### config.mk
export PLATFORM = sky130hd
export DESIGN_NAME = m_dmx4_stream_flat
export DESIGN_NICKNAME = d
export VERILOG_FILES = /design/src/rtl/m_dmx4_stream_if.sv /design/src/rtl/m_dmx4_stream.sv /design/src/flat_wrapper.sv
export SDC_FILE = /design/constraint.sdc
export NUM_CORES = 1
export LEC_CHECK = 0
export BUFFER_PORTS_ARGS = -buffer_cell sky130_fd_sc_hd__clkbuf_2
export CAP_MARGIN = 20
export CELL_PAD_IN_SITES_DETAIL_PLACEMENT = 1
export CELL_PAD_IN_SITES_GLOBAL_PLACEMENT = 2
export CORE_UTILIZATION = 36
export DETAILED_ROUTE_END_ITERATION = 16
export PLACE_DENSITY = 0.87
export SLEW_MARGIN = 40
export SYNTH_ARGS = -nofsm -noshare
export SYNTH_HDL_FRONTEND = slang
export SYNTH_SLANG_ARGS = --single-unit
### constraint.sdc
create_clock -name clk -period 8.9 [get_ports clk]
set_input_delay 1.78 -clock clk [delete_from_list [all_inputs] [get_ports clk]]
set_output_delay 1.78 -clock clk [all_outputs]
set_load 0.03 [all_outputs]
### src/rtl/m_dmx4_stream_if.sv
// Stream bundle for the 1-to-4 demultiplexer.
//   in_*  : single upstream valid/ready stream (valid, ready, data, last, sel)
//   out_* : four downstream valid/ready channels; channel k payload is
//           out_data[k*DW +: DW]
// master: the side that sources the input stream and sinks the channels.
// slave : the demultiplexer itself.
interface m_dmx4_stream_if #(
  parameter int unsigned DW = 32
);
  logic              in_valid;
  logic              in_ready;
  logic [DW-1:0]     in_data;
  logic              in_last;
  logic [1:0]        in_sel;
  logic [3:0]        out_valid;
  logic [3:0]        out_ready;
  logic [4*DW-1:0]   out_data;
  logic [3:0]        out_last;

  modport master (
    output in_valid, in_data, in_last, in_sel, out_ready,
    input  in_ready, out_valid, out_data, out_last
  );

  modport slave (
    input  in_valid, in_data, in_last, in_sel, out_ready,
    output in_ready, out_valid, out_data, out_last
  );
endinterface

### src/rtl/m_dmx4_stream.sv
// 1-to-4 valid/ready stream demultiplexer with packet-locked select.
// Ports:
//   clk     : rising-edge clock
//   rst     : asynchronous active-high reset
//   bus     : stream bundle (slave side), see m_dmx4_stream_if
//   busy    : high while a packet is open (between first and last beat)
//   cur_sel : effective channel; locked channel when busy, else in_sel
// Each channel owns a one-entry output register so channels drain
// independently and no combinational path runs from in_valid to in_ready.
module m_dmx4_stream #(
  parameter int unsigned DW = 32
) (
  input  logic               clk,
  input  logic               rst,
  m_dmx4_stream_if.slave     bus,
  output logic               busy,
  output logic [1:0]         cur_sel
);

  typedef enum logic {
    IDLE,
    BUSY
  } state_t;

  state_t     state_q, state_d;
  logic [1:0] lock_sel_q, lock_sel_d;

  logic [1:0] csel;
  logic       in_ready_c;
  logic       accept;
  logic [3:0] load;
  logic [3:0] vld_all;

  // State register
  always_ff @(posedge clk or posedge rst) begin
    if (rst) begin
      state_q    <= IDLE;
      lock_sel_q <= '0;
    end else begin
      state_q    <= state_d;
      lock_sel_q <= lock_sel_d;
    end
  end

  // Next-state logic: select is captured only on the opening beat of a
  // multi-beat packet; single-beat packets never leave IDLE.
  always_comb begin
    state_d    = state_q;
    lock_sel_d = lock_sel_q;
    if (accept) begin
      unique case (state_q)
        IDLE: begin
          if (!bus.in_last) begin
            state_d    = BUSY;
            lock_sel_d = bus.in_sel;
          end
        end
        BUSY: begin
          if (bus.in_last) begin
            state_d = IDLE;
          end
        end
        default: state_d = IDLE;
      endcase
    end
  end

  // Output / steering logic
  always_comb begin
    csel       = (state_q == IDLE) ? bus.in_sel : lock_sel_q;
    // Ready if the target slot is empty or is being drained this cycle.
    in_ready_c = ~vld_all[csel] | bus.out_ready[csel];
    accept     = bus.in_valid & in_ready_c;
    load       = '0;
    if (accept) begin
      load[csel] = 1'b1;
    end
    bus.in_ready = in_ready_c;
    busy         = (state_q == BUSY);
    cur_sel      = csel;
  end

  // Per-channel output registers. A load takes priority over a drain, so a
  // simultaneous drain+load keeps the slot full with the new beat.
  for (genvar k = 0; k < 4; k++) begin : g_ch
    logic          vld_q;
    logic [DW-1:0] data_q;
    logic          last_q;

    always_ff @(posedge clk or posedge rst) begin
      if (rst) begin
        vld_q  <= 1'b0;
        data_q <= '0;
        last_q <= 1'b0;
      end else if (load[k]) begin
        vld_q  <= 1'b1;
        data_q <= bus.in_data;
        last_q <= bus.in_last;
      end else if (bus.out_ready[k]) begin
        vld_q  <= 1'b0;
      end
    end

    assign vld_all[k]                  = vld_q;
    assign bus.out_valid[k]            = vld_q;
    assign bus.out_data[k*DW +: DW]    = data_q;
    assign bus.out_last[k]             = last_q;
  end

endmodule
### src/flat_wrapper.sv
// flat-port wrapper written by rule: the top's interface ports become plain ports
module m_dmx4_stream_flat 
#(
  parameter int unsigned DW = 32
)
  (clk, rst, busy, cur_sel, bus_in_valid, bus_in_data, bus_in_last, bus_in_sel, bus_out_ready, bus_in_ready, bus_out_valid, bus_out_data, bus_out_last);
  m_dmx4_stream_if #(.DW(DW)) bus_i ();
  input  logic clk;
  input  logic rst;
  output logic busy;
  output logic [1:0] cur_sel;
  input wire logic [$bits(bus_i.in_valid)-1:0] bus_in_valid;
  input wire logic [$bits(bus_i.in_data)-1:0] bus_in_data;
  input wire logic [$bits(bus_i.in_last)-1:0] bus_in_last;
  input wire logic [$bits(bus_i.in_sel)-1:0] bus_in_sel;
  input wire logic [$bits(bus_i.out_ready)-1:0] bus_out_ready;
  output wire logic [$bits(bus_i.in_ready)-1:0] bus_in_ready;
  output wire logic [$bits(bus_i.out_valid)-1:0] bus_out_valid;
  output wire logic [$bits(bus_i.out_data)-1:0] bus_out_data;
  output wire logic [$bits(bus_i.out_last)-1:0] bus_out_last;
  assign bus_i.in_valid = bus_in_valid;
  assign bus_i.in_data = bus_in_data;
  assign bus_i.in_last = bus_in_last;
  assign bus_i.in_sel = bus_in_sel;
  assign bus_i.out_ready = bus_out_ready;
  assign bus_in_ready = bus_i.in_ready;
  assign bus_out_valid = bus_i.out_valid;
  assign bus_out_data = bus_i.out_data;
  assign bus_out_last = bus_i.out_last;
  m_dmx4_stream #(.DW(DW)) u_core (.clk(clk), .rst(rst), .bus(bus_i), .busy(busy), .cur_sel(cur_sel));
endmodule
==> impl_results.html <==
<table>
<tr><th>Metric</th><th>Value</th></tr>
<tr><th colspan="2">Synth</th></tr>
<tr><td>Library cell with the highest instance count after synthesis</td><td>sky130_fd_sc_hd__dfrtp_1</td></tr>
<tr><td>Number of unique standard cell types used by synthesis</td><td>19</td></tr>
<tr><td>Cell type with the highest aggregate area in the netlist</td><td>sky130_fd_sc_hd__dfrtp_1</td></tr>
<tr><td>Synthesized netlist net count</td><td>369</td></tr>
<tr><td>Multiplexer area fraction after synthesis</td><td>0.292</td></tr>
<tr><td>Fraction of post-synthesis cell area in the top cell type by area</td><td>0.644</td></tr>
<tr><td>Synth Instances</td><td>327</td></tr>
<tr><td>Number of enable-type register cells in the synthesized netlist</td><td>0</td></tr>
<tr><td>Most common flop cell mapped by yosys</td><td>sky130_fd_sc_hd__dfrtp_1</td></tr>
<tr><td>Leading post-synthesis cells by instance count</td><td>139 x sky130_fd_sc_hd__dfrtp_1, 133 x sky130_fd_sc_hd__mux2_2, 9 x sky130_fd_sc_hd__buf_4, 9 x sky130_fd_sc_hd__buf_6, 7 x sky130_fd_sc_hd__nand2_1</td></tr>
<tr><td>Share of synthesized cell area in and, or, nand and nor gates</td><td>0.0229</td></tr>
<tr><td>Share of synthesized cell area in full adder, half adder and majority cells</td><td>0</td></tr>
<tr><td>Cell area after synthesis</td><td>5400 um^2</td></tr>
<tr><td>Synthesized area divided by synthesized cell count</td><td>16.5 um^2</td></tr>
<tr><td>Async S/R FF share, synth</td><td>1.00</td></tr>
<tr><td>Complex-gate fraction of the synthesized area</td><td>0.00509</td></tr>
<tr><td>Cells taking the most area after synthesis</td><td>sky130_fd_sc_hd__dfrtp_1 64%, sky130_fd_sc_hd__mux2_2 28%, sky130_fd_sc_hd__buf_6 1.9%</td></tr>
<tr><td>Largest family of logic cells by synthesized area</td><td>multiplexers</td></tr>
<tr><td>Fraction of synthesized cell area in xor and xnor cells</td><td>0</td></tr>
<tr><td>Number of synthesis warnings</td><td>0</td></tr>
<tr><td>#FFs+latches synth</td><td>139</td></tr>
<tr><td>Sequential-to-total area share from yosys stat</td><td>0.644</td></tr>
<tr><th colspan="2">Timing</th></tr>
<tr><td>Fmax</td><td>213 MHz</td></tr>
<tr><td>Slew at the pin closest to its max-slew limit</td><td>723 ps</td></tr>
<tr><td>Final clock period utilization by the worst path</td><td>0.529</td></tr>
<tr><td>Final Max Tran Viols</td><td>0</td></tr>
<tr><td>Tightest slew margin relative to the limit</td><td>0.517</td></tr>
<tr><td>Hold slack final</td><td>503 ps</td></tr>
<tr><td>Final period demand of the worst path</td><td>4710 ps</td></tr>
<tr><td>Final Hold Violating Endpoints</td><td>0</td></tr>
<tr><td>Unrepaired setup endpoints after global routing</td><td>false</td></tr>
<tr><td>Setup violations, final</td><td>0</td></tr>
<tr><td>Final worst clock skew</td><td>10.3 ps</td></tr>
<tr><td>Final total negative setup slack</td><td>0 ps</td></tr>
<tr><th colspan="2">Place</th></tr>
<tr><td>Final GP Congestion</td><td>0.732</td></tr>
<tr><td>Number of buffers inserted by port buffering</td><td>181</td></tr>
<tr><td>Half-perimeter wire length after detailed placement</td><td>9.32 mm</td></tr>
<tr><td>Total placed cells including tap cells</td><td>676</td></tr>
<tr><th colspan="2">Clock tree</th></tr>
<tr><td>Post-cts gate resize count</td><td>0</td></tr>
<tr><td>CTS clock-pin slew for the worst setup and hold paths</td><td>60 ps</td></tr>
<tr><td>Clock sinks</td><td>139</td></tr>
<tr><td>Clock buffers created by TritonCTS</td><td>17</td></tr>
<tr><td>Clock latency of the later-clocked register in the worst-skew pair</td><td>420 ps</td></tr>
<tr><td>Maximum level of the CTS H-tree</td><td>4</td></tr>
<tr><td>Number of buffers inserted for hold repair after clock tree synthesis</td><td>0</td></tr>
<tr><td>TritonCTS clock tree</td><td>yes</td></tr>
<tr><td>Post-CTS Setup Inserts</td><td>0</td></tr>
<tr><td>Number of buffers between clock root and the deepest sink</td><td>2</td></tr>
<tr><td>Cell at the root of the clock tree</td><td>sky130_fd_sc_hd__clkbuf_16</td></tr>
<tr><th colspan="2">Routing</th></tr>
<tr><td>Number of vias per cell after detailed routing</td><td>4.81</td></tr>
<tr><td>Antenna viol nets, final</td><td>0</td></tr>
<tr><td>Overall routed net length</td><td>13.2 mm</td></tr>
<tr><td>Per-cell routed wire length</td><td>18.7 um</td></tr>
<tr><td>Detailed-route DRC error count</td><td>0</td></tr>
<tr><td>Number of iterations in the first detailed-routing pass</td><td>3</td></tr>
<tr><td>Via total after detailed routing</td><td>3406</td></tr>
<tr><td>DR iter-0 viols</td><td>98</td></tr>
<tr><th colspan="2">Setup path</th></tr>
<tr><td>Crit-path max cell delay</td><td>390 ps</td></tr>
<tr><td>Type of origin of the critical path</td><td>primary input</td></tr>
<tr><td>Beginning of the worst register-to-register path</td><td>u_core.busy</td></tr>
<tr><td>Crit path to</td><td>bus_in_ready</td></tr>
<tr><td>Capture point of the worst reg-to-reg path</td><td>u_core.g_ch[0].data_q[9]</td></tr>
<tr><td>Maximum fanout count along the critical path</td><td>5</td></tr>
<tr><td>Worst Path Class, Setup</td><td>in -&gt; out</td></tr>
<tr><td>Master of the slowest instance on the critical path</td><td>sky130_fd_sc_hd__mux2i_2</td></tr>
<tr><td>Cells traversed along the worst timing path</td><td>clkbuf_2 &gt; mux2i_2 &gt; mux2i_1 &gt; mux2i_1 &gt; clkbuf_2</td></tr>
<tr><td>Worst path arrival time</td><td>2930 ps</td></tr>
<tr><td>Worst Reg-to-Reg Cells</td><td>4</td></tr>
<tr><td>Flop-to-flop setup slack</td><td>6350 ps</td></tr>
<tr><td>Endpoint kind of the worst setup timing path</td><td>output pin</td></tr>
<tr><td>Worst path required time</td><td>7120 ps</td></tr>
<tr><td>CP Launch Point</td><td>bus_in_sel[0]</td></tr>
<tr><th colspan="2">Floorplan</th></tr>
<tr><td>Horiz. Die Dim</td><td>125 um</td></tr>
<tr><td>Standard cell core area</td><td>14600 um^2</td></tr>
<tr><td>Floorplan die area</td><td>15500 um^2</td></tr>
<tr><td>Die Ht</td><td>125 um</td></tr>
<tr><td>IO Pins</td><td>182</td></tr>
<tr><td>Initial standard-cell utilization of the core</td><td>0.370</td></tr>
<tr><td>Num rows</td><td>44</td></tr>
<tr><th colspan="2">GRT</th></tr>
<tr><td>Initial antenna violation count</td><td>0</td></tr>
<tr><td>Wire length of the first global-routing pass</td><td>21.6 mm</td></tr>
<tr><td>Aggregate global routing overflow</td><td>0</td></tr>
<tr><td>Maximum number of pins on one net before global-route repair</td><td>90</td></tr>
<tr><td>Aggregate global-route resource usage</td><td>0.183</td></tr>
<tr><td>Number of global-route vias before repair</td><td>3813</td></tr>
<tr><th colspan="2">Status</th></tr>
<tr><td>Result of the run</td><td>completed</td></tr>
<tr><th colspan="2">Finish</th></tr>
<tr><td>Number of antenna repair diodes</td><td>0</td></tr>
<tr><td>Final #Nets</td><td>553</td></tr>
<tr><td>Proportion of layout cells with a drive suffix above 1</td><td>0.683</td></tr>
<tr><td>Post-route non-filler standard cell count</td><td>708</td></tr>
<tr><td>Layout overhead on the synthesized area</td><td>30.5%</td></tr>
<tr><th colspan="2">Hold path</th></tr>
<tr><td>Worst min-delay path category</td><td>reg -&gt; reg</td></tr>
<tr><th colspan="2">Flow run</th></tr>
<tr><td>Number of maximum-capacitance constraint violations</td><td>0</td></tr>
</table>
## routing by layer
layer,wire (um),track usage,share of wire,vias to the layer above
met4,250,0.0773,0.019,0
met5,0,0,0,-
li1,-,-,-,1516
met3,875,0.0644,0.066,21
met2,7000,0.309,0.53,110
met1,5090,0.209,0.39,1759
## flip-flops by register name, summed over array words and instances, names as in the netlist
name / cells
u_core.busy: 1
u_core.g_ch.data_q: 128
u_core.g_ch.last_q: 4
u_core.g_ch.vld_q: 4
u_core.lock_sel_q: 2
## per-stage QoR
step | setup slack [ps] | util | cell area (um^2)
floorplan | 3400 | - | 5400
global placement | 4230 | 0.439 | 6400
detailed placement | 4190 | 0.439 | 6400
CTS | 4190 | 0.483 | 7050
global route | 4140 | 0.483 | 7050
finish | 4190 | 0.483 | 7050
## layout make-up
| type | count | area, um^2 |
|---|---|---|
| timing repair buffer | 186 | 943 |
| inverter | 4 | 22.5 |
| tap | 184 | 230 |
| multi-input combinational | 163 | 1730 |
| clock inverter | 11 | 191 |
| clock buffer | 21 | 460 |
| fill | 1487 | 7540 |
| sequential | 139 | 3480 |
## worst min path at each step
stage / start / endpoint / slack (ps) / cells after the start
final: u_core.g_ch[0].data_q[28] / u_core.g_ch[0].data_q[28] / 500 / 1
after global routing: u_core.g_ch[2].data_q[29] / u_core.g_ch[2].data_q[29] / 520 / 1
after CTS: u_core.g_ch[3].data_q[18] / u_core.g_ch[3].data_q[18] / 510 / 1
after floorplan: u_core.g_ch[3].last_q / u_core.g_ch[3].last_q / 480 / 1
after global placement: u_core.g_ch[3].data_q[6] / u_core.g_ch[3].data_q[6] / 490 / 1
after detailed placement: u_core.g_ch[3].data_q[18] / u_core.g_ch[3].data_q[18] / 490 / 1
## worst max-delay path, delay by kind of cell
| kind | cells | cell delay [ps] |
|---|---|---|
| buf+inv | 2 | 320 |
| mux | 3 | 820 |
## cell usage in the layout (no fill, tap or decap)
| cell | instances |
|---|---|
| sky130_fd_sc_hd__or2b_1 | 1 |
| sky130_fd_sc_hd__o32ai_1 | 1 |
| sky130_fd_sc_hd__mux2_2 | 133 |
| sky130_fd_sc_hd__nand2b_1 | 4 |
| sky130_fd_sc_hd__inv_8 | 1 |
| sky130_fd_sc_hd__nor2_1 | 2 |
| sky130_fd_sc_hd__bufinv_16 | 5 |
| sky130_fd_sc_hd__clkbuf_1 | 2 |
| sky130_fd_sc_hd__clkbuf_16 | 17 |
| sky130_fd_sc_hd__clkbuf_8 | 2 |
| sky130_fd_sc_hd__buf_4 | 5 |
| sky130_fd_sc_hd__nand2_1 | 7 |
| sky130_fd_sc_hd__clkbuf_2 | 181 |
| sky130_fd_sc_hd__nor3b_1 | 1 |
| sky130_fd_sc_hd__mux2i_2 | 2 |
| sky130_fd_sc_hd__nand4_2 | 4 |
| sky130_fd_sc_hd__o21ai_0 | 1 |
| sky130_fd_sc_hd__inv_2 | 2 |
| sky130_fd_sc_hd__o22ai_1 | 1 |
| sky130_fd_sc_hd__clkinv_4 | 3 |
| sky130_fd_sc_hd__mux2i_1 | 5 |
| sky130_fd_sc_hd__o31ai_1 | 1 |
| sky130_fd_sc_hd__dfrtp_1 | 139 |
| sky130_fd_sc_hd__inv_1 | 1 |
| sky130_fd_sc_hd__clkinv_2 | 3 |
## kinds of logic after synthesis
kind of cell | count (synthesis)
simple gates | 19
flops | 139
mux | 140
buf+inv | 25
compound gates | 4
Power is not shown: default switching activity piles up to over one toggle a cycle in this logic, so the estimate is an artifact.
